[src/rtl/micro_sequencer_if.sv]
// Sequencer-side bundle: sequencing inputs, table programming port and datapath/status outputs.
// The driver (datapath/programmer) uses master; the sequencer uses slave.
interface micro_sequencer_if #(
  parameter int UADDR_W     = 6,
  parameter int CTRL_W      = 24,
  parameter int OPC_W       = 4,
  parameter int CC_W        = 2,
  parameter int STACK_DEPTH = 4
);
  localparam int UW   = CTRL_W + 3 + UADDR_W;
  localparam int SP_W = $clog2(STACK_DEPTH + 1);

  logic               stall;
  logic [OPC_W-1:0]   opcode;
  logic [CC_W-1:0]    cmp;
  logic               int_req;
  logic               prog_we;
  logic [1:0]         prog_sel;
  logic [UADDR_W-1:0] prog_addr;
  logic [UW-1:0]      prog_data;
  logic [CTRL_W-1:0]  ctrl;
  logic [UADDR_W-1:0] upc;
  logic               int_ack;
  logic               halted;
  logic               stack_err;
  logic [SP_W-1:0]    sp;

  modport master (
    output stall, opcode, cmp, int_req, prog_we, prog_sel, prog_addr, prog_data,
    input  ctrl, upc, int_ack, halted, stack_err, sp
  );

  modport slave (
    input  stall, opcode, cmp, int_req, prog_we, prog_sel, prog_addr, prog_data,
    output ctrl, upc, int_ack, halted, stack_err, sp
  );
endinterface

[src/rtl/micro_sequencer.sv]
// Programmable microcode sequencer with dispatch tables, interrupt vector and return stack.
// ctrl is an asynchronous read of store[upc]; stall freezes upc, stack and interrupt-ack generation.
module micro_sequencer #(
  parameter int UADDR_W     = 6,
  parameter int CTRL_W      = 24,
  parameter int OPC_W       = 4,
  parameter int CC_W        = 2,
  parameter int STACK_DEPTH = 4
) (
  input  logic             clk,
  input  logic             rst,
  micro_sequencer_if.slave bus
);
  localparam int UW   = CTRL_W + 3 + UADDR_W;
  localparam int SP_W = $clog2(STACK_DEPTH + 1);
  localparam int SI_W = (STACK_DEPTH > 1) ? $clog2(STACK_DEPTH) : 1;

  typedef enum logic [2:0] {
    SEQ_NEXT     = 3'b000,
    SEQ_DISP_OP  = 3'b001,
    SEQ_DISP_CC  = 3'b010,
    SEQ_DISP_INT = 3'b011,
    SEQ_CALL     = 3'b100,
    SEQ_RET      = 3'b101,
    SEQ_BR_CC    = 3'b110,
    SEQ_HALT     = 3'b111
  } seq_op_e;

  logic [UW-1:0]      store_q  [2**UADDR_W];
  logic [UADDR_W-1:0] optab_q  [2**OPC_W];
  logic [UADDR_W-1:0] cctab_q  [2**CC_W];
  logic [UADDR_W-1:0] intvec_q;
  logic [UADDR_W-1:0] stack_q  [STACK_DEPTH];

  logic [UADDR_W-1:0] upc_q, upc_d;
  logic [SP_W-1:0]    sp_q, sp_d;
  logic               err_q, err_d;
  logic               ack_q, ack_d;
  logic               push_en;

  logic [UW-1:0]      cur_word;
  seq_op_e            seq_op;
  logic [UADDR_W-1:0] nxt;
  logic [UADDR_W-1:0] upc_inc;
  logic [SI_W-1:0]    push_idx;
  logic [SI_W-1:0]    pop_idx;

  assign cur_word = store_q[upc_q];
  assign seq_op   = seq_op_e'(cur_word[UADDR_W+2:UADDR_W]);
  assign nxt      = cur_word[UADDR_W-1:0];
  assign upc_inc  = upc_q + 1'b1;
  assign push_idx = SI_W'(sp_q);
  assign pop_idx  = SI_W'(sp_q - 1'b1);

  always_comb begin
    upc_d   = upc_q;
    sp_d    = sp_q;
    err_d   = err_q;
    ack_d   = 1'b0;
    push_en = 1'b0;
    if (!bus.stall) begin
      case (seq_op)
        SEQ_NEXT:    upc_d = nxt;
        SEQ_DISP_OP: upc_d = optab_q[bus.opcode];
        SEQ_DISP_CC: upc_d = cctab_q[bus.cmp];
        SEQ_DISP_INT: begin
          if (bus.int_req) begin
            upc_d = intvec_q;
            ack_d = 1'b1;
          end else begin
            upc_d = nxt;
          end
        end
        SEQ_CALL: begin
          // A full stack still takes the jump; only the return address is lost.
          upc_d = nxt;
          if (sp_q == SP_W'(STACK_DEPTH)) begin
            err_d = 1'b1;
          end else begin
            push_en = 1'b1;
            sp_d    = sp_q + 1'b1;
          end
        end
        SEQ_RET: begin
          if (sp_q == '0) begin
            upc_d = '0;
            err_d = 1'b1;
          end else begin
            upc_d = stack_q[pop_idx];
            sp_d  = sp_q - 1'b1;
          end
        end
        SEQ_BR_CC:   upc_d = (bus.cmp != '0) ? nxt : upc_inc;
        SEQ_HALT:    upc_d = upc_q;
        default:     upc_d = upc_q;
      endcase
    end
  end

  always_ff @(posedge clk) begin
    if (rst) begin
      upc_q <= '0;
      sp_q  <= '0;
      err_q <= 1'b0;
      ack_q <= 1'b0;
    end else begin
      upc_q <= upc_d;
      sp_q  <= sp_d;
      err_q <= err_d;
      ack_q <= ack_d;
    end
  end

  always_ff @(posedge clk) begin
    if (push_en && !rst) begin
      stack_q[push_idx] <= upc_inc;
    end
  end

  // Tables are never cleared by rst; a write coinciding with rst still lands.
  always_ff @(posedge clk) begin
    if (bus.prog_we) begin
      case (bus.prog_sel)
        2'b00:   store_q[bus.prog_addr]            <= bus.prog_data;
        2'b01:   optab_q[bus.prog_addr[OPC_W-1:0]] <= bus.prog_data[UADDR_W-1:0];
        2'b10:   cctab_q[bus.prog_addr[CC_W-1:0]]  <= bus.prog_data[UADDR_W-1:0];
        default: intvec_q                          <= bus.prog_data[UADDR_W-1:0];
      endcase
    end
  end

  assign bus.ctrl      = cur_word[UW-1:UADDR_W+3];
  assign bus.upc       = upc_q;
  assign bus.int_ack   = ack_q;
  assign bus.halted    = (seq_op == SEQ_HALT);
  assign bus.stack_err = err_q;
  assign bus.sp        = sp_q;
endmodule

[src/flat_wrapper.sv]
// flat-port wrapper written by rule: the top's interface ports become plain ports
module micro_sequencer_flat 
#(
  parameter int UADDR_W     = 6,
  parameter int CTRL_W      = 24,
  parameter int OPC_W       = 4,
  parameter int CC_W        = 2,
  parameter int STACK_DEPTH = 4
)
  (clk, rst, bus_stall, bus_opcode, bus_cmp, bus_int_req, bus_prog_we, bus_prog_sel, bus_prog_addr, bus_prog_data, bus_ctrl, bus_upc, bus_int_ack, bus_halted, bus_stack_err, bus_sp);
  micro_sequencer_if #(.UADDR_W(UADDR_W), .CTRL_W(CTRL_W), .OPC_W(OPC_W), .CC_W(CC_W), .STACK_DEPTH(STACK_DEPTH)) bus_i ();
  input  logic clk;
  input  logic rst;
  input wire logic [$bits(bus_i.stall)-1:0] bus_stall;
  input wire logic [$bits(bus_i.opcode)-1:0] bus_opcode;
  input wire logic [$bits(bus_i.cmp)-1:0] bus_cmp;
  input wire logic [$bits(bus_i.int_req)-1:0] bus_int_req;
  input wire logic [$bits(bus_i.prog_we)-1:0] bus_prog_we;
  input wire logic [$bits(bus_i.prog_sel)-1:0] bus_prog_sel;
  input wire logic [$bits(bus_i.prog_addr)-1:0] bus_prog_addr;
  input wire logic [$bits(bus_i.prog_data)-1:0] bus_prog_data;
  output wire logic [$bits(bus_i.ctrl)-1:0] bus_ctrl;
  output wire logic [$bits(bus_i.upc)-1:0] bus_upc;
  output wire logic [$bits(bus_i.int_ack)-1:0] bus_int_ack;
  output wire logic [$bits(bus_i.halted)-1:0] bus_halted;
  output wire logic [$bits(bus_i.stack_err)-1:0] bus_stack_err;
  output wire logic [$bits(bus_i.sp)-1:0] bus_sp;
  assign bus_i.stall = bus_stall;
  assign bus_i.opcode = bus_opcode;
  assign bus_i.cmp = bus_cmp;
  assign bus_i.int_req = bus_int_req;
  assign bus_i.prog_we = bus_prog_we;
  assign bus_i.prog_sel = bus_prog_sel;
  assign bus_i.prog_addr = bus_prog_addr;
  assign bus_i.prog_data = bus_prog_data;
  assign bus_ctrl = bus_i.ctrl;
  assign bus_upc = bus_i.upc;
  assign bus_int_ack = bus_i.int_ack;
  assign bus_halted = bus_i.halted;
  assign bus_stack_err = bus_i.stack_err;
  assign bus_sp = bus_i.sp;
  micro_sequencer #(.UADDR_W(UADDR_W), .CTRL_W(CTRL_W), .OPC_W(OPC_W), .CC_W(CC_W), .STACK_DEPTH(STACK_DEPTH)) u_core (.clk(clk), .rst(rst), .bus(bus_i));
endmodule
[config.mk]
export PLATFORM = sky130hd
export DESIGN_NAME = micro_sequencer_flat
export DESIGN_NICKNAME = d
export VERILOG_FILES = /design/src/rtl/micro_sequencer_if.sv /design/src/rtl/micro_sequencer.sv /design/src/flat_wrapper.sv
export SDC_FILE = /design/constraint.sdc
export NUM_CORES = 2
export LEC_CHECK = 0
export CELL_PAD_IN_SITES_DETAIL_PLACEMENT = 1
export CELL_PAD_IN_SITES_GLOBAL_PLACEMENT = 1
export CORE_UTILIZATION = 46
export CTS_CLUSTER_DIAMETER = 100
export DETAILED_ROUTE_END_ITERATION = 8
export PLACE_DENSITY_LB_ADDON = 0.1
export SKIP_LAST_GASP = 1
export SYNTH_ARGS = -nofsm -noshare
export SYNTH_HDL_FRONTEND = slang
export SYNTH_SLANG_ARGS = --single-unit
[constraint.sdc]
create_clock -name clk -period 3.6 [get_ports clk]
set_input_delay 0.36 -clock clk [delete_from_list [all_inputs] [get_ports clk]]
set_output_delay 0.36 -clock clk [all_outputs]
set_load 0.03 [all_outputs]
* After elaboration in Yosys (flattened, before gate mapping)
Memories as Yosys holds them, arrays and structs flattened. A register that Yosys moved wholly into a read port is not among the register bits.
Cells that the tools add are included.
** Cells by class
- Add/sub/neg operators :: 3
- Equal/unequal tests :: 14
- Mux-type cells :: 27
- Bitwise logic cells :: 4
- Reduce and logical (&&, ||, !) cells :: 14
** Operators with widths (number)
- one-hot mux 6 bit (6 select lines) :: 1
- 2-to-1 mux 6 bit :: 5
- 2-to-1 mux 1 bit :: 17
- == test 3 bit (second input constant) :: 5
- AND reduction 4 bit :: 2
- adder 6 x 1 -> 6 bit (second input constant) :: 1
- == test 3 x 2 -> 1 bit (second input constant) :: 2
- zero test 3 bit :: 2
- 2-to-1 mux 3 bit :: 2
- one-hot mux 3 bit (2 select lines) :: 1
- OR reduction 3 bit :: 2
- inequality test 2 x 1 -> 1 bit (second input constant) :: 2
- inequality test 2 bit (second input constant) :: 2
- inverter 1 bit :: 4
- AND reduction 2 bit :: 2
- nonzero test 2 bit :: 2
- adder 3 x 1 -> 3 bit (second input constant) :: 1
- == test 3 x 1 -> 1 bit (second input constant) :: 1
- subtractor 3 x 1 -> 3 bit (second input constant) :: 1
- == test 2 x 1 -> 1 bit (second input constant) :: 1
- == test 2 bit (second input constant) :: 1
- zero test 2 bit :: 1
- one-hot mux 1 bit (2 select lines) :: 1
- OR reduction 2 bit :: 1
- 2 further kinds :: 2
** Word-level totals
- Register bits :: 17
- RAM bits :: 2256
- Bits of input ports :: 52
- Output and inout port bits :: 36
- Word-level logic and storage cells :: 71
- Memories kept :: 4
** Memories
- u_core.store_q :: depth 64, bits a word 33, read ports 1, clocked after memory_dff 1, wr ports 1, line micro_sequencer.sv:29 : logic [UW-1:0] store_q [2**UADDR_W];
- u_core.optab_q :: depth 16, bits a word 6, read ports 1, clocked after memory_dff 0, wr ports 1, line micro_sequencer.sv:30 : logic [UADDR_W-1:0] optab_q [2**OPC_W];
- u_core.cctab_q :: depth 4, bits a word 6, read ports 1, clocked after memory_dff 0, wr ports 1, line micro_sequencer.sv:31 : logic [UADDR_W-1:0] cctab_q [2**CC_W];
- u_core.stack_q :: depth 4, bits a word 6, read ports 1, clocked after memory_dff 0, wr ports 1, line micro_sequencer.sv:33 : logic [UADDR_W-1:0] stack_q [STACK_DEPTH];

* Logic depth before layout (Yosys ltp)
- Depth after elaboration :: 7
- Gate-level depth with buffers :: 16
- Gate-level depth less buffers :: 8

* Worst setup path after synthesis
Ideal clock, no wire load.
- Path kind :: input to register
- Start point :: input bus_prog_sel[1]
- End point :: memory u_core.store_q[28][0] (netlist bit), enable pin
- Setup time :: 0.464 ns
- Arrival :: 3.202 ns
- Required time :: 3.136 ns
- Slack :: -0.066 ns
- Stages on the path :: 4
- Buffers on the path :: 0
- Path through :: nor3b_1 > and4b_1 > nand2_1 > nor3_1
** On the way
- Cells in the longest elaborated chain, start to end :: 4
** Ends and longest elaborated chain
- from (decl) :: line flat_wrapper.sv:19 : input wire logic [$bits(bus_i.prog_sel)-1:0] bus_prog_sel;
- zero test 2 bit :: line micro_sequencer.sv:123 : case (bus.prog_sel)
- 2-to-1 mux 1 bit :: line micro_sequencer.sv:123
- 2-to-1 mux 1 bit :: line micro_sequencer.sv:122 : if (bus.prog_we) begin
- 2-to-1 mux 1 bit (implied by the code) :: line micro_sequencer.sv:124 : 2'b00: store_q[bus.prog_addr] <= bus.prog_data;
- to (decl) :: line micro_sequencer.sv:29
Every way passes these cells.

==> qor.yml <==
core_um2: 190000
initial_core_util_pct: 46.3
worstHoldPathCells: 1
finalSetupViolations: 25
dp_hpwl_um: 138000
dr.pass1.iters: 8
slew_viol_final: 0
io_buffers: 87
start_kind: "flop"
critPathArrivalTime_ps: 3770
clock_latency_ps: 870
fin_crit_ps: 4130
required_ps: 3240
fp.dieH_um: 439
synth.avg_cell_area_um2: 23.3
cellLeakagePower_nw: 32.8
hold_viol_final: 0
r2r_cells: 13
std_cell_rows: 160
power_mw: 72.9
pin_count: 88
syn_nets: 3831
utilization_pct: 55.4
synth_ff_type: "edfxtp_1"
syn_area_um2: 87900
pwr-share-clk_pct: 32.3
power.internal_mw: 52.5
die_w_um: 439
grtUsageTotal_pct: 26.4
antenna_found_initial: 7
grt_setup_unrepaired: "yes"
cts_buffers: 234
ys_seq_elements: 2279
final_common_cell: "edfxtp_1"
drt_wl_total_um: 255000
clockRootBuffer: "clkbuf_16"
ir_drop_uv: 596
gp_congestion: 0.807
relSlewSlack_pct: 15.4
r2r_slack_ps: 40
wl_per_cell_um: 36.2
power_density_nw_per_um2: 693
area_delta_synth_final_pct: 19.7
fp.dieArea_um2: 193000
fin_ws_ps: -527
skew_ps: 23.8
yosysWarnings: 0
status: "finished, violations left"
cts_tree: "yes"
final_cell_mix: "edfxtp_1, mux4_2, clkbuf_16"
nets: 4400
maxCapViolCount: 0
via_per_inst: 6.19
p_seq_share_pct: 40.5
switching_share_pct: 28.0
routed-via-count: 43671
drtIter0Drc: 4782
fmax_ghz: 0.242
seq_area_frac_synth_pct: 77.7
cts_max_level: 4
finalCritPeriodShare_pct: 115
criticalPathCategory: "flop to output port"
fin_tns_setup_ps: -10090
netlist_instances: 3772
hp-class: "primary input to flop"
grt_max_degree: 67
ctsLongestPathBuffers: 3
end_kind: "output port"
drc: 0
grt_pass1_wl_um: 353000
cts.clk_slew.worst_paths_ps: 60
grt_overflow: 0
drive_gt1_share_pct: 35.2
clkSinkCount: 2279
power_frac_comb_pct: 27.1
ant_nets: 0
tightest_slew_ps: 1270
async_flop_share_pct: 0
violations: "negative setup slack"
grt_pass1_vias: 44666
p_sw_mw: 20.4
critPathMaxFanout: 7
synth_edf_count: 2262
synth_cell_type_count: 75
[worst max-delay path: stages (launching register included)]
cell     delay [ps]
dfxtp_4         400
buf_12          160
buf_16          160
buf_16          160
buf_6           140
mux4_2          500
mux4_2          590
mux4_2          560
buf_6           170
[power by group through the flow]
| stage | Combinational, mW | Clock (mW) | Sequential [mW] |
|---|---|---|---|
| 3_3_place_gp | 16.7 | 0 | 30.1 |
| 4_1_cts | 18.8 | 24.0 | 29.5 |
| 5_1_grt | 20.6 | 24.8 | 29.5 |
| 2_1_floorplan | 10.3 | 0 | 30.1 |
| 6_report | 19.8 | 23.6 | 29.5 |
| 3_5_place_dp | 16.8 | 0 | 30.1 |
[cell families (layout without fill, tap and decap cells)]
family                   count (synthesis)  after routing  synth area share (%)
XOR/XNOR                                 7              7                0.0698
multiplexers                           759            759                  17.5
adder cells (fa/ha/maj)                  7              7                0.0996
flip-flops                            2279           2279                  77.7
other                                    0              9                     0
AO/OA/AOI/OAI                          184            184                  1.54
buffers and inverters                  215            978                  1.41
AND/OR/NAND/NOR                        321            321                  1.71
[sequential cells by signal, summed over array words and instances (netlist names), named ones only]
name / cells
u_core.bus.sp: 3
u_core.bus.int_ack: 1
u_core.optab_q: 96
u_core.intvec_q: 6
u_core.cctab_q: 24
u_core.stack_q: 24
u_core.bus.stack_err: 1
u_core.bus.upc: 6
u_core.store_q: 2112
[stage by stage]
stage                     std cells  setup WS, ps  instance area [µm²]  hold slack, ps
after floorplan                3772           233                87900             429
after global placement         6481         -30.2                95000             459
after detailed placement       6481         -57.3                95000             465
after CTS                      6979          -611               104000            14.7
after global routing           7048          -573               105000            90.6
final                          7055          -527               105000            83.5
[routing by layer]
metal  track usage, %  wire, µm
met1             39.3    111000
met4             5.67      4860
met5                0         0
met2             41.7    122000
met3             3.95     16600
[worst paths after layout]
path                                            from                    to
worst max-delay path                            flop           bus_ctrl[0]
worst min-delay path                bus_prog_data[1]    u_core.intvec_q[1]
worst max register to register                  flop  u_core.stack_q[0][0]
worst min register to register  u_core.bus.stack_err  u_core.bus.stack_err
[timing repair]
| action | CTS | global route |
|---|---|---|
| resized for setup | 144 | 96 |
| hold buffers | 1 | 0 |
| pin swaps | 8 | 29 |
| setup endpoints to repair | 33 | 58 |
| setup buffers | 48 | 67 |
| endpoints found under the hold margin | 29 | 0 |
| cloned | 22 | 12 |
[cells in the mapped netlist (5+ instances only)]
| cell | number | share of area [%] |
|---|---|---|
| ha_1 | 7 | 0.10 |
| a31oi_1 | 21 | 0.15 |
| nand2_1 | 110 | 0.47 |
| xnor2_1 | 6 | 0.060 |
| nor3_1 | 20 | 0.11 |
| o221ai_1 | 6 | 0.060 |
| o22ai_1 | 14 | 0.10 |
| buf_6 | 21 | 0.27 |
| nor2_1 | 98 | 0.42 |
| edfxtp_1 | 2262 | 77 |
| a22oi_1 | 39 | 0.33 |
| a21oi_1 | 23 | 0.13 |
| and2_1 | 10 | 0.071 |
| o21ai_0 | 16 | 0.091 |
| a311oi_1 | 5 | 0.050 |
| buf_4 | 31 | 0.26 |
| o211ai_1 | 5 | 0.043 |
| nand3_1 | 13 | 0.074 |
| inv_1 | 11 | 0.047 |
| nor2b_1 | 8 | 0.057 |
| mux2i_1 | 134 | 1.5 |
| buf_2 | 58 | 0.33 |
| buf_1 | 20 | 0.085 |
| a221oi_1 | 19 | 0.19 |
| mux4_2 | 622 | 16 |
| and3_1 | 16 | 0.11 |
| nand2b_1 | 14 | 0.10 |
| dfxtp_1 | 17 | 0.39 |
| clkbuf_1 | 68 | 0.29 |
[area by class of cell]
| cell class | count | area [µm²] |
|---|---|---|
| fill | 15794 | 84800 |
| sequential | 2279 | 68300 |
| multi-input combinational | 1278 | 19300 |
| timing repair buffer | 537 | 7000 |
| clock buffer | 306 | 6280 |
| tap | 2511 | 3140 |
| clock inverter | 124 | 1090 |
| inverter | 11 | 53.8 |
| antenna | 9 | 22.5 |
Note: power is estimated with default switching activity, not from simulation.
